<file path="config.mk">
export PLATFORM = sky130hd
export DESIGN_NAME = box_m_sched
export DESIGN_NICKNAME = d
export VERILOG_FILES = /design/src/rtl/box_m_sched.sv
export SDC_FILE = /design/constraint.sdc
export NUM_CORES = 1
export LEC_CHECK = 0
export CAP_MARGIN = 20
export CORE_MARGIN = 3
export CORE_UTILIZATION = 34
export CTS_CLUSTER_DIAMETER = 50
export DETAILED_ROUTE_END_ITERATION = 12
export PLACE_DENSITY = 0.81
export REMOVE_ABC_BUFFERS = 1
export SYNTH_ARGS = -nofsm -noshare
export SYNTH_HDL_FRONTEND = slang
export SYNTH_SLANG_ARGS = --single-unit
</file>
<file path="constraint.sdc">
create_clock -name clk -period 2.2 [get_ports clk]
set_clock_uncertainty 0.1 [all_clocks]
set_input_delay 0.44 -clock clk [delete_from_list [all_inputs] [get_ports clk]]
set_output_delay 0.44 -clock clk [all_outputs]
set_load 0.02 [all_outputs]
</file>
<file path="src/rtl/box_m_sched.sv">
`timescale 1ns/1ps
// -----------------------------------------------------------------------------
// box_m_sched
//
// Round-robin scheduler sharing one box_master AXI write engine between
// NUM_REQ requesters. In IDLE it picks the first valid requester after the
// last one served, accepts its descriptor (req_ready pulse) and latches it.
// It then offers the descriptor on tran_valid/tran_ready (SEND) and holds
// the grant until box_master pulses burst_done (WAIT_DONE).
//
// Optional feature (macro BOX_SCHED_TIMEOUT_EN):
//   Adds a watchdog. If a grant lasts TIMEOUT cycles without completion,
//   ready_fall pulses, timeout_err sets (sticky until reset) and the
//   scheduler returns to IDLE, skipping the stuck requester next time.
//   With the macro undefined, ready_fall and timeout_err are tied low.
//
// Parameters:
//   NUM_REQ  number of requesters (2..16)
//   SLOT_W   descriptor width (contents are opaque here)
//   TIMEOUT  watchdog limit in cycles (watchdog build only)
//
// Ports:
//   clk          system clock, rising edge
//   rst_n        asynchronous active-low reset
//   req_valid    per-requester descriptor valid
//   req_slot     per-requester descriptor
//   req_ready    one-hot accept pulse to the granted requester (combinational)
//   tran_valid   descriptor valid to box_master
//   out_slot     latched descriptor to box_master in_slot
//   tran_ready   box_master accepts the descriptor
//   burst_done   one-cycle pulse: last write beat completed
//   ready_fall   one-cycle abort pulse to box_master
//   grant_id     index of the current or last grant
//   busy         high whenever the scheduler is not IDLE
//   timeout_err  sticky watchdog error flag
// -----------------------------------------------------------------------------
module box_m_sched #(
    parameter int  NUM_REQ = 4,
    parameter int  SLOT_W  = 32,
    parameter int  TIMEOUT = 1024,
    localparam int GW      = (NUM_REQ > 1) ? $clog2(NUM_REQ) : 1
) (
    input  logic                            clk,
    input  logic                            rst_n,
    input  logic [NUM_REQ-1:0]              req_valid,
    input  logic [NUM_REQ-1:0][SLOT_W-1:0]  req_slot,
    output logic [NUM_REQ-1:0]              req_ready,
    output logic                            tran_valid,
    output logic [SLOT_W-1:0]               out_slot,
    input  logic                            tran_ready,
    input  logic                            burst_done,
    output logic                            ready_fall,
    output logic [GW-1:0]                   grant_id,
    output logic                            busy,
    output logic                            timeout_err
);

    if (NUM_REQ < 2 || NUM_REQ > 16 || TIMEOUT < 2) begin : g_param_check
        $error("box_m_sched: parameter out of range");
    end

    typedef enum logic [1:0] {
        IDLE      = 2'd0,
        SEND      = 2'd1,
        WAIT_DONE = 2'd2
    } state_t;

    state_t              state_reg, state_next;
    logic [SLOT_W-1:0]   out_slot_reg, out_slot_next;
    logic [GW-1:0]       grant_id_reg, grant_id_next;
    logic [GW-1:0]       last_grant_reg, last_grant_next;

    logic                pick_found;
    logic [GW-1:0]       pick_idx;
    logic                grant_en;
    logic                timeout_fire;

    // -------------------------------------------------------------------------
    // Round-robin pick: scan from last_grant+1, wrapping modulo NUM_REQ, so
    // the requester served last has the lowest priority.
    // -------------------------------------------------------------------------
    always_comb begin
        int            cand;
        logic [GW-1:0] cand_idx;
        pick_found = 1'b0;
        pick_idx   = '0;
        cand       = 0;
        cand_idx   = '0;
        for (int off = 1; off <= NUM_REQ; off++) begin
            cand = int'(last_grant_reg) + off;
            if (cand >= NUM_REQ) begin
                cand = cand - NUM_REQ;
            end
            cand_idx = GW'(cand);
            if (!pick_found && req_valid[cand_idx]) begin
                pick_found = 1'b1;
                pick_idx   = cand_idx;
            end
        end
    end

    assign grant_en = (state_reg == IDLE) && pick_found;

    // -------------------------------------------------------------------------
    // State register
    // -------------------------------------------------------------------------
    always_ff @(posedge clk or negedge rst_n) begin
        if (!rst_n) begin
            state_reg      <= IDLE;
            out_slot_reg   <= '0;
            grant_id_reg   <= '0;
            last_grant_reg <= GW'(NUM_REQ - 1);
        end else begin
            state_reg      <= state_next;
            out_slot_reg   <= out_slot_next;
            grant_id_reg   <= grant_id_next;
            last_grant_reg <= last_grant_next;
        end
    end

    // -------------------------------------------------------------------------
    // Next-state logic
    // -------------------------------------------------------------------------
    always_comb begin
        state_next      = state_reg;
        out_slot_next   = out_slot_reg;
        grant_id_next   = grant_id_reg;
        last_grant_next = last_grant_reg;
        case (state_reg)
            IDLE: begin
                if (pick_found) begin
                    state_next    = SEND;
                    out_slot_next = req_slot[pick_idx];
                    grant_id_next = pick_idx;
                end
            end
            SEND: begin
                // tran_valid is high throughout SEND, so tran_ready alone
                // completes the handshake.
                if (tran_ready) begin
                    state_next = WAIT_DONE;
                end
            end
            WAIT_DONE: begin
                if (burst_done) begin
                    state_next      = IDLE;
                    last_grant_next = grant_id_reg;
                end
            end
            default: begin
                state_next = IDLE;
            end
        endcase
        // Watchdog abort wins over everything; the stuck requester is treated
        // as served so arbitration moves past it.
        if (timeout_fire) begin
            state_next      = IDLE;
            last_grant_next = grant_id_reg;
        end
    end

    // -------------------------------------------------------------------------
    // Outputs
    // -------------------------------------------------------------------------
    always_comb begin
        tran_valid = (state_reg == SEND);
        busy       = (state_reg != IDLE);
    end

    assign out_slot = out_slot_reg;
    assign grant_id = grant_id_reg;

    for (genvar gi = 0; gi < NUM_REQ; gi++) begin : g_req_ready
        assign req_ready[gi] = grant_en && (pick_idx == GW'(gi));
    end

`ifdef BOX_SCHED_TIMEOUT_EN
    // -------------------------------------------------------------------------
    // Watchdog. The counter is 0 in the first granted cycle, so it holds
    // TIMEOUT-1 in the TIMEOUT-th cycle. ready_fall is registered one cycle
    // early (at TIMEOUT-2) so the pulse lands in that TIMEOUT-th cycle, and
    // the FSM leaves for IDLE at the following edge.
    // -------------------------------------------------------------------------
    localparam int CW = $clog2(TIMEOUT) + 1;

    logic [CW-1:0] cnt_reg, cnt_next;
    logic          ready_fall_reg, ready_fall_next;
    logic          timeout_err_reg;
    logic          done_evt;

    assign done_evt = (state_reg == WAIT_DONE) && burst_done;

    always_comb begin
        cnt_next        = cnt_reg;
        ready_fall_next = 1'b0;
        if (grant_en) begin
            cnt_next = '0;
        end else if (state_reg != IDLE) begin
            cnt_next = cnt_reg + 1'b1;
        end
        if ((state_reg != IDLE) && !ready_fall_reg && !done_evt &&
            (cnt_reg == CW'(TIMEOUT - 2))) begin
            ready_fall_next = 1'b1;
        end
    end

    always_ff @(posedge clk or negedge rst_n) begin
        if (!rst_n) begin
            cnt_reg         <= '0;
            ready_fall_reg  <= 1'b0;
            timeout_err_reg <= 1'b0;
        end else begin
            cnt_reg         <= cnt_next;
            ready_fall_reg  <= ready_fall_next;
            timeout_err_reg <= timeout_err_reg | ready_fall_next;
        end
    end

    assign timeout_fire = ready_fall_reg;
    assign ready_fall   = ready_fall_reg;
    assign timeout_err  = timeout_err_reg;
`else
    assign timeout_fire = 1'b0;
    assign ready_fall   = 1'b0;
    assign timeout_err  = 1'b0;
`endif

endmodule

</file>
==> results.yml, run 1 <==
routing:
  final_antenna_net_count: 0
  dr_wl_met3_um: 722
  route.detailed.drc: 0
  wire_per_inst_um: 17.0
  drt-initial-drc-count: 63
  wirelength_um: 8210
  routed.top_layer: "met4"
  vias: 2493
  viasPerCell: 5.15
  wl_met2_um: 4310
  firstDrtPassIters: 4
  met1_length_um: 3050
floorplan:
  initial_utilization: 0.362
  rows: 29
  io_pins: 178
  die_w_um: 89.4
  core_um2: 6530
  die_h_um: 89.4
  die_area_um2: 7990
timing:
  period_share: 1.03
  worst_slack_ps: -58.1
  setup_viol: 2
  period_needed_ps: 2260
  rsz0062_at_grt: "true"
  hold_viol_final: 0
  fmax_mhz: 443
  slew_violations: 0
synth:
  ys_types: 26
  synth-seq-cells: 38
  synthCells: 223
  netlist_area_um2: 2360
  syn_area_per_cell_um2: 10.6
  synth.yosys.warnings: 0
  seq_area_frac_synth: 0.403
global_routing:
  antenna_found_initial: 0
  grt_usage: 0.200
  grt.overflow.total: 0
  grt_max_degree: 36
  grt_pass1_vias: 2562
  grt_pass1_wl_um: 12300
power:
  power_density_nw_per_um2: 1200
  power_mw: 5.29
  vdd_ir_drop_max_v: 0.000472
  leakage_nw: 1.94
flow_run:
  maxCapViolCount: 0
clocking:
  hold_buffers: 0
  htree_levels: 2
  cts_tree: "done"
  cts_made_buffers: 5
  clock_latency_ps: 280
  cts_buffer_depth: 2
  cts-root-buf: "clkbuf_8"
  cts.clk_slew.worst_paths_ps: 80
  cts.sinks: 38
layout:
  largest_reg_flops: 32
  layout_common_cells: "clkdlybuf4s50_1 (165), mux2i_1 (64), nand2_1 (36), dfrtp_1 (36), o221ai_1 (31)"
  drive_gt1_frac: 0.135
  diodes: 0
  final_nets: 542
  final_common_cell: "clkdlybuf4s50_1"
  final_area_um2: 4420
  syn_to_final_growth_pct: 86.9
critical_path:
  reg2reg_slack_ps: 120
  worstSetupStartpointType: "flop"
  r2r_cells: 7
  cp.arrival_ps: 1720
  r2r-end: "out_slot[7]"
  cp-end-kind: "primary output"
  crit_type: "reg2out"
  worst-path-max-fanout: 3
  rr_startpoint: "last_grant_reg[0]"
  worstPathRequired_ps: 1660
place:
  post-dp-hpwl_um: 6510
  detailed_place.area_um2: 4210
  port_buffers: 175
  gp_congestion: 0.799
worst_hold_path:
  hp-class: "in2async"
run_status:
  status: "finished with violations"
  violations: "negative setup slack"
-- critical path: stages (launching register included) --
cell	delay, ps
dfstp_2	550
nand2b_4	130
o21a_1	130
a21oi_2	60
or2_4	260
buf_6	120
nor2_4	70
buf_6	110
-- worst max-delay path by stage --
stage / start / depth (start not counted) / endpoint / slack, ps
2_1_floorplan: last_grant_reg[0] / 4 / req_ready[1] / -2010
3_3_place_gp: req_valid[1] / 7 / req_ready[1] / -670
3_5_place_dp: req_valid[1] / 7 / req_ready[1] / -740
4_1_cts: last_grant_reg[0] / 7 / req_ready[0] / -80
5_1_grt: last_grant_reg[0] / 7 / req_ready[0] / -110
6_report: last_grant_reg[0] / 7 / req_ready[0] / -60
-- cell usage after synthesis --
cell type  instances  area, µm²
mux2i_1           64        641
nand3b_1           1       7.51
a211o_1            1       8.76
buf_6              6       67.6
dfstp_2            2       52.6
mux2_2             2       22.5
a211oi_4           1       20.0
o221ai_1          31        272
nand2_1           36        135
a21oi_1            2       10.0
conb_1             1       3.75
o221ai_2           1       15.0
dfrtp_1           36        901
o21ai_1            2       10.0
inv_1              2       7.51
or2_1              2       12.5
nor3_1             1       5.00
clkbuf_1           7       26.3
o21ai_0            2       10.0
o21a_1             1       7.51
buf_4              6       45.0
o22ai_1            1       6.26
nand2b_1           6       37.5
buf_2              2       10.0
a21o_1             1       7.51
nor2_1             6       22.5
-- cell families (layout without fill, tap and decap cells) --
| group | count (synthesis) | in the layout | synth area share |
|---|---|---|---|
| AOI/OAI and AO/OA | 43 | 43 | 0.155 |
| buffers and inverters | 23 | 206 | 0.0662 |
| DFF | 38 | 38 | 0.403 |
| muxes | 66 | 66 | 0.281 |
| other | 1 | 2 | 0.00159 |
| and+or+nand+nor | 52 | 52 | 0.0932 |
-- layout make-up --
cell class	instances	area, µm²
inverter	2	7.51
clock buffer	5	68.8
timing repair buffer	196	1930
sequential	38	953
tap	77	96.3
clock inverter	3	40.0
multi-input combinational	163	1320
fill	529	2110
-- power breakdown --
part	switching, mW	internal [mW]
Combinational	1.71	1.73
Clock	0.248	0.334
Sequential	0.201	1.07
-- layer usage --
metal  vias up  track usage
li1       1194            -
met1      1170        0.227
met2       121        0.359
met3         8       0.0627
met4         0       0.0595
met5         -            0
-- repair_timing --
| item | 4_1_cts | 5_1_grt |
|---|---|---|
| resized for setup | 41 | 13 |
| setup buffers | 1 | 2 |
| setup endpoints to repair | 34 | 34 |
| pin swaps | 4 | 5 |
-- per-stage QoR --
step	setup WS (ps)	cells	TNS [ps]	hold slack [ps]	utilization
3_3_place_gp	-668	473	-16130	322	0.644
5_1_grt	-112	484	-254	25.2	0.676
6_report	-58.1	484	-59.1	6.01	0.676
3_5_place_dp	-745	473	-18260	319	0.644
4_1_cts	-80.4	482	-174	6.04	0.669
2_1_floorplan	-2010	203	-60430	44.4	-
Note: power is estimated with default switching activity, not from simulation.
==> run 2: changes to the inputs <==
--- a/config.mk
+++ b/config.mk
@@ -10,8 +10,10 @@
 export CORE_UTILIZATION = 34
 export CTS_CLUSTER_DIAMETER = 50
 export DETAILED_ROUTE_END_ITERATION = 12
+export HOLD_SLACK_MARGIN = 0.1
 export PLACE_DENSITY = 0.81
 export REMOVE_ABC_BUFFERS = 1
+export SLEW_MARGIN = 25
 export SYNTH_ARGS = -nofsm -noshare
 export SYNTH_HDL_FRONTEND = slang
 export SYNTH_SLANG_ARGS = --single-unit
==> run 2 against run 1 <==
  * The flow still finishes with violations (negative setup slack)
  * Flip-flop and latch count is the same
  * Combinational power is essentially flat
  * Global-route usage grew 0.076 points
  * Largest power group unchanged
  * Highest routed layer unchanged
==> results.yml, run 2 (synthesis results as in run 1) <==
run_status:
  status: "finished with violations"
  violations: "negative setup slack"
routing:
  routed.top_layer: "met4"
  final_antenna_net_count: 0
  route.detailed.drc: 0
  wl_met2_um: 4300
  drt-initial-drc-count: 62
  met1_length_um: 3110
  firstDrtPassIters: 4
  wire_per_inst_um: 16.9
  wirelength_um: 8220
  vias: 2500
  viasPerCell: 5.15
  dr_wl_met3_um: 689
place:
  detailed_place.area_um2: 4210
  post-dp-hpwl_um: 6510
  dp_worst_setup_slack_ps: -745
  place_inst: 473
  port_buffers: 175
  gp_congestion: 0.799
floorplan:
  die_w_um: 89.4
  initial_utilization: 0.362
  core_um2: 6530
  io_pins: 178
  die_area_um2: 7990
  die_h_um: 89.4
  rows: 29
power:
  vdd_ir_drop_max_v: 0.000472
  leakage_nw: 1.94
  power_mw: 5.29
  power_density_nw_per_um2: 1200
timing:
  worst_slack_ps: -56.9
  fmax_mhz: 443
  fin_tns_setup_ps: -56.9
  period_needed_ps: 2260
  rsz0062_at_grt: "true"
  setup_viol: 1
  period_share: 1.03
  whs_ps: 394
  slew_violations: 0
  hold_viol_final: 0
critical_path:
  r2r_cells: 7
  crit_end: "req_ready[0]"
  r2r-end: "out_slot[7]"
  cp-end-kind: "primary output"
  cp.arrival_ps: 1720
  worst-path-max-fanout: 3
  crit_type: "reg2out"
  critical_path.startpoint: "last_grant_reg[0]"
  worstPathRequired_ps: 1660
  worstSetupStartpointType: "flop"
  rr_startpoint: "last_grant_reg[0]"
  reg2reg_slack_ps: 120
flow_run:
  maxCapViolCount: 0
clocking:
  clock_latency_ps: 280
  cts_tree: "done"
  cts.clk_slew.worst_paths_ps: 80
  cts_buffer_depth: 2
  cts-root-buf: "clkbuf_8"
  cts.sinks: 38
  htree_levels: 2
  cts_made_buffers: 5
layout:
  num-fill-cells: 525
  final_common_cell: "clkdlybuf4s50_1"
  diodes: 0
  final_area_um2: 4430
  fin_cells: 485
  finish.utilization: 0.678
  layout_common_cells: "clkdlybuf4s50_1 (165), mux2i_1 (64), nand2_1 (36), dfrtp_1 (36), o221ai_1 (31)"
  syn_to_final_growth_pct: 87.3
  drive_gt1_frac: 0.135
  final_nets: 543
  largest_reg_flops: 32
global_routing:
  grt_pass1_vias: 2599
  grt_pass1_wl_um: 12300
  grt_max_degree: 36
  grt_usage: 0.201
  antenna_found_initial: 0
  grt.overflow.total: 0
worst_hold_path:
  min_path_cells: 2
  hp-class: "reg2reg"
[run 2: layer usage]
layer | GRT usage | vias up
met3 | 0.0618 | 8
met1 | 0.227 | 1179
li1 | - | 1196
met4 | 0.0595 | 0
met5 | 0 | -
met2 | 0.362 | 117
[run 2: area by class of cell]
class                           instances  area (µm²)  share of cell area
Timing Repair Buffer                  197        1940               0.438
Multi-Input combinational cell        163        1320               0.299
Sequential cell                        38         953               0.215
Tap cell                               77        96.3              0.0218
Clock buffer                            5        68.8              0.0155
Clock inverter                          3        40.0             0.00904
Inverter                                2        7.51             0.00170
[run 2: repair_timing]
action,CTS,global route
gates resized for setup,41,13
setup buffers,1,2
endpoints found under the setup margin,34,34
hold buffers,1,0
pin swaps,4,5
hold endpoints to repair,15,0
[run 2: critical path: stages, from the launching register on]
cell      delay, ps
dfstp_2         550
nand2b_4        130
o21a_1          130
a21oi_2          60
or2_4           260
buf_6           120
nor2_4           70
buf_6           110
[run 2: how the worst min path moves through the flow]
| stage | start | endpoint |
|---|---|---|
| floorplan | rst_n | grant_id[0] |
| global placement | rst_n | out_slot[31] |
| detailed placement | rst_n | out_slot[7] |
| CTS | out_slot[29] | out_slot[29] |
| global route | out_slot[21] | out_slot[21] |
| finish | out_slot[29] | out_slot[29] |
[run 2: power by group]
part	leakage, nW	switching, mW	internal [mW]	total, mW
Clock	0.0579	0.248	0.334	0.581
Sequential	0.464	0.202	1.07	1.27
Combinational	1.42	1.71	1.73	3.44
Total	1.94	2.16	3.13	5.29
==> run 3: changes to the inputs <==
--- a/config.mk
+++ b/config.mk
@@ -6,11 +6,12 @@
 export NUM_CORES = 1
 export LEC_CHECK = 0
 export CAP_MARGIN = 20
-export CORE_MARGIN = 3
+export CORE_MARGIN = 5
 export CORE_UTILIZATION = 34
 export CTS_CLUSTER_DIAMETER = 50
 export DETAILED_ROUTE_END_ITERATION = 12
 export HOLD_SLACK_MARGIN = 0.1
+export MAX_ROUTING_LAYER = met4
 export PLACE_DENSITY = 0.81
 export REMOVE_ABC_BUFFERS = 1
 export SLEW_MARGIN = 25
==> run 3 against run 2 <==
  * The run still ends with negative setup slack left
  * Final area decreased by 2.3%
  * Non-clock buffer count is 8 lower
  * Highest routed layer unchanged
  * Critical path depth fell by 1
  * Cell count rose by 2.3%
  * Global-route usage down 1.4 points
  * Hold slack worse by 7.9 ps
  * Count of clock-buffer cells in the layout grew 2
  * Die area grew 9.2%
  * Combinational power shrank 6%
  * Via count decreased by 1.5%
  * Sequential share of layout area rose by 0.52 points
  * Power shrank 5.4%
==> results.yml, run 3 (synthesis results as in run 1) <==
critical_path:
  worstPathRequired_ps: 1660
  crit_type: "reg2out"
  cp-end-kind: "primary output"
  worst-path-max-fanout: 3
  cp.arrival_ps: 1720
  worstSetupStartpointType: "flop"
  path_cells: "nand2b_4 > o21a_1 > a21oi_2 > or2_1 > nor2_1 > buf_4"
  crit_path_max_incr_delay_ps: 560
  slowest_stage: "dfstp_2"
power:
  power_density_nw_per_um2: 1160
  vdd_ir_drop_max_v: 0.000602
  leakage_nw: 1.88
routing:
  firstDrtPassIters: 4
  vias: 2463
  wirelength_um: 8240
  wire_per_inst_um: 16.6
  route.detailed.drc: 0
  drt-initial-drc-count: 70
  viasPerCell: 4.97
  final_antenna_net_count: 0
global_routing:
  grt_usage: 0.187
  grt.overflow.total: 0
  antenna_found_initial: 0
  grt_pass1_vias: 2661
  grt_pass1_wl_um: 12600
  grt_max_degree: 34
clocking:
  htree_levels: 2
  cts-root-buf: "clkbuf_8"
  cts_tree: "done"
  cts_made_buffers: 5
  cts.sinks: 38
  cts_buffer_depth: 2
  cts.clk_slew.worst_paths_ps: 70
  clock_latency_ps: 290
timing:
  worst_slack_ps: -60.7
  fin_tns_setup_ps: -89.5
  rsz0062_at_grt: "true"
  fmax_mhz: 442
  setup_viol: 3
  period_needed_ps: 2260
  hold_viol_final: 0
  slew_headroom: 0.663
  period_share: 1.03
  tightest_slew_ps: 506
  slew_violations: 0
layout:
  final_nets: 535
  multi_input_area_um2: 1300
  drive_gt1_frac: 0.0975
  register_area_um2: 953
  final_common_cell: "clkdlybuf4s50_1"
  fin_cells: 496
  syn_to_final_growth_pct: 82.9
  num-fill-cells: 598
  diodes: 0
  layout_common_cells: "clkdlybuf4s50_1 (165), mux2i_1 (64), nand2_1 (36), dfrtp_1 (36), o221ai_1 (31)"
  finish.utilization: 0.636
  largest_reg_flops: 32
run_status:
  violations: "negative setup slack"
  status: "finished with violations"
worst_hold_path:
  hp-class: "reg2reg"
flow_run:
  maxCapViolCount: 0
place:
  port_buffers: 175
  post-dp-hpwl_um: 6610
  place_inst: 487
  gp_congestion: 0.754
floorplan:
  die_w_um: 93.4
  rows: 30
  core_um2: 6790
  initial_utilization: 0.348
  io_pins: 178
  die_h_um: 93.4
  die_area_um2: 8720
## run 3: final cells by class
type | instances | area share
Clock buffer | 7 | 0.0200
Clock inverter | 1 | 0.00116
Inverter | 2 | 0.00174
Multi-Input combinational cell | 163 | 0.300
Sequential cell | 38 | 0.221
Tap cell | 96 | 0.0278
Timing Repair Buffer | 189 | 0.429
## run 3: path summary, 6_finish.rpt
kind,start,to,slack (ps),cells after the start
setup / recovery,last_grant_reg[0],req_ready[0],-60,6
hold reg to reg,out_slot[29],out_slot[29],390,2
setup reg to reg,last_grant_reg[0],out_slot[0],10,6
min in group asynchronous,rst_n,out_slot[20],590,2
hold / removal,out_slot[29],out_slot[29],390,2
max in group asynchronous,rst_n,out_slot[5],780,3
## run 3: metrics by stage
step,power [mW],area [µm²],setup slack (ps),hold slack (ps)
2_1_floorplan,3.11,2220,-2010,44.4
3_3_place_gp,4.45,4180,-530,324
3_5_place_dp,4.52,4180,-595,338
4_1_cts,5.04,4290,-6.57,392
5_1_grt,5.36,4320,-116,408
6_report,5.01,4320,-60.7,386
## run 3: report_power, final
group	total (mW)	switching (mW)	internal, mW	leakage [nW]
registers	1.26	0.193	1.07	0.464
clock network	0.491	0.238	0.253	0.0482
logic	3.25	1.65	1.60	1.36
total	5.01	2.08	2.93	1.88
## run 3: layer usage
layer | global-route usage | routed length [µm] | up-vias
li1 | - | - | 1184
met1 | 0.209 | 3200 | 1170
met2 | 0.335 | 4330 | 95
met3 | 0.0418 | 578 | 14
met4 | 0.0513 | 132 | 0
met5 | - | 0 | -
## run 3: worst max-delay path, delay by kind of cell, from the launching register on
kind	cells	cell delay, ps
flops	1	560
simple gates	3	510
compound gates	2	190
buf+inv	1	170
## run 3: what timing repair did
action,4_1_cts,5_1_grt
endpoints found under the hold margin,18,0
buffers inserted,0,0
hold buffers,1,0
resized for setup,30,8
pin swaps,2,4
setup endpoints to repair,36,36
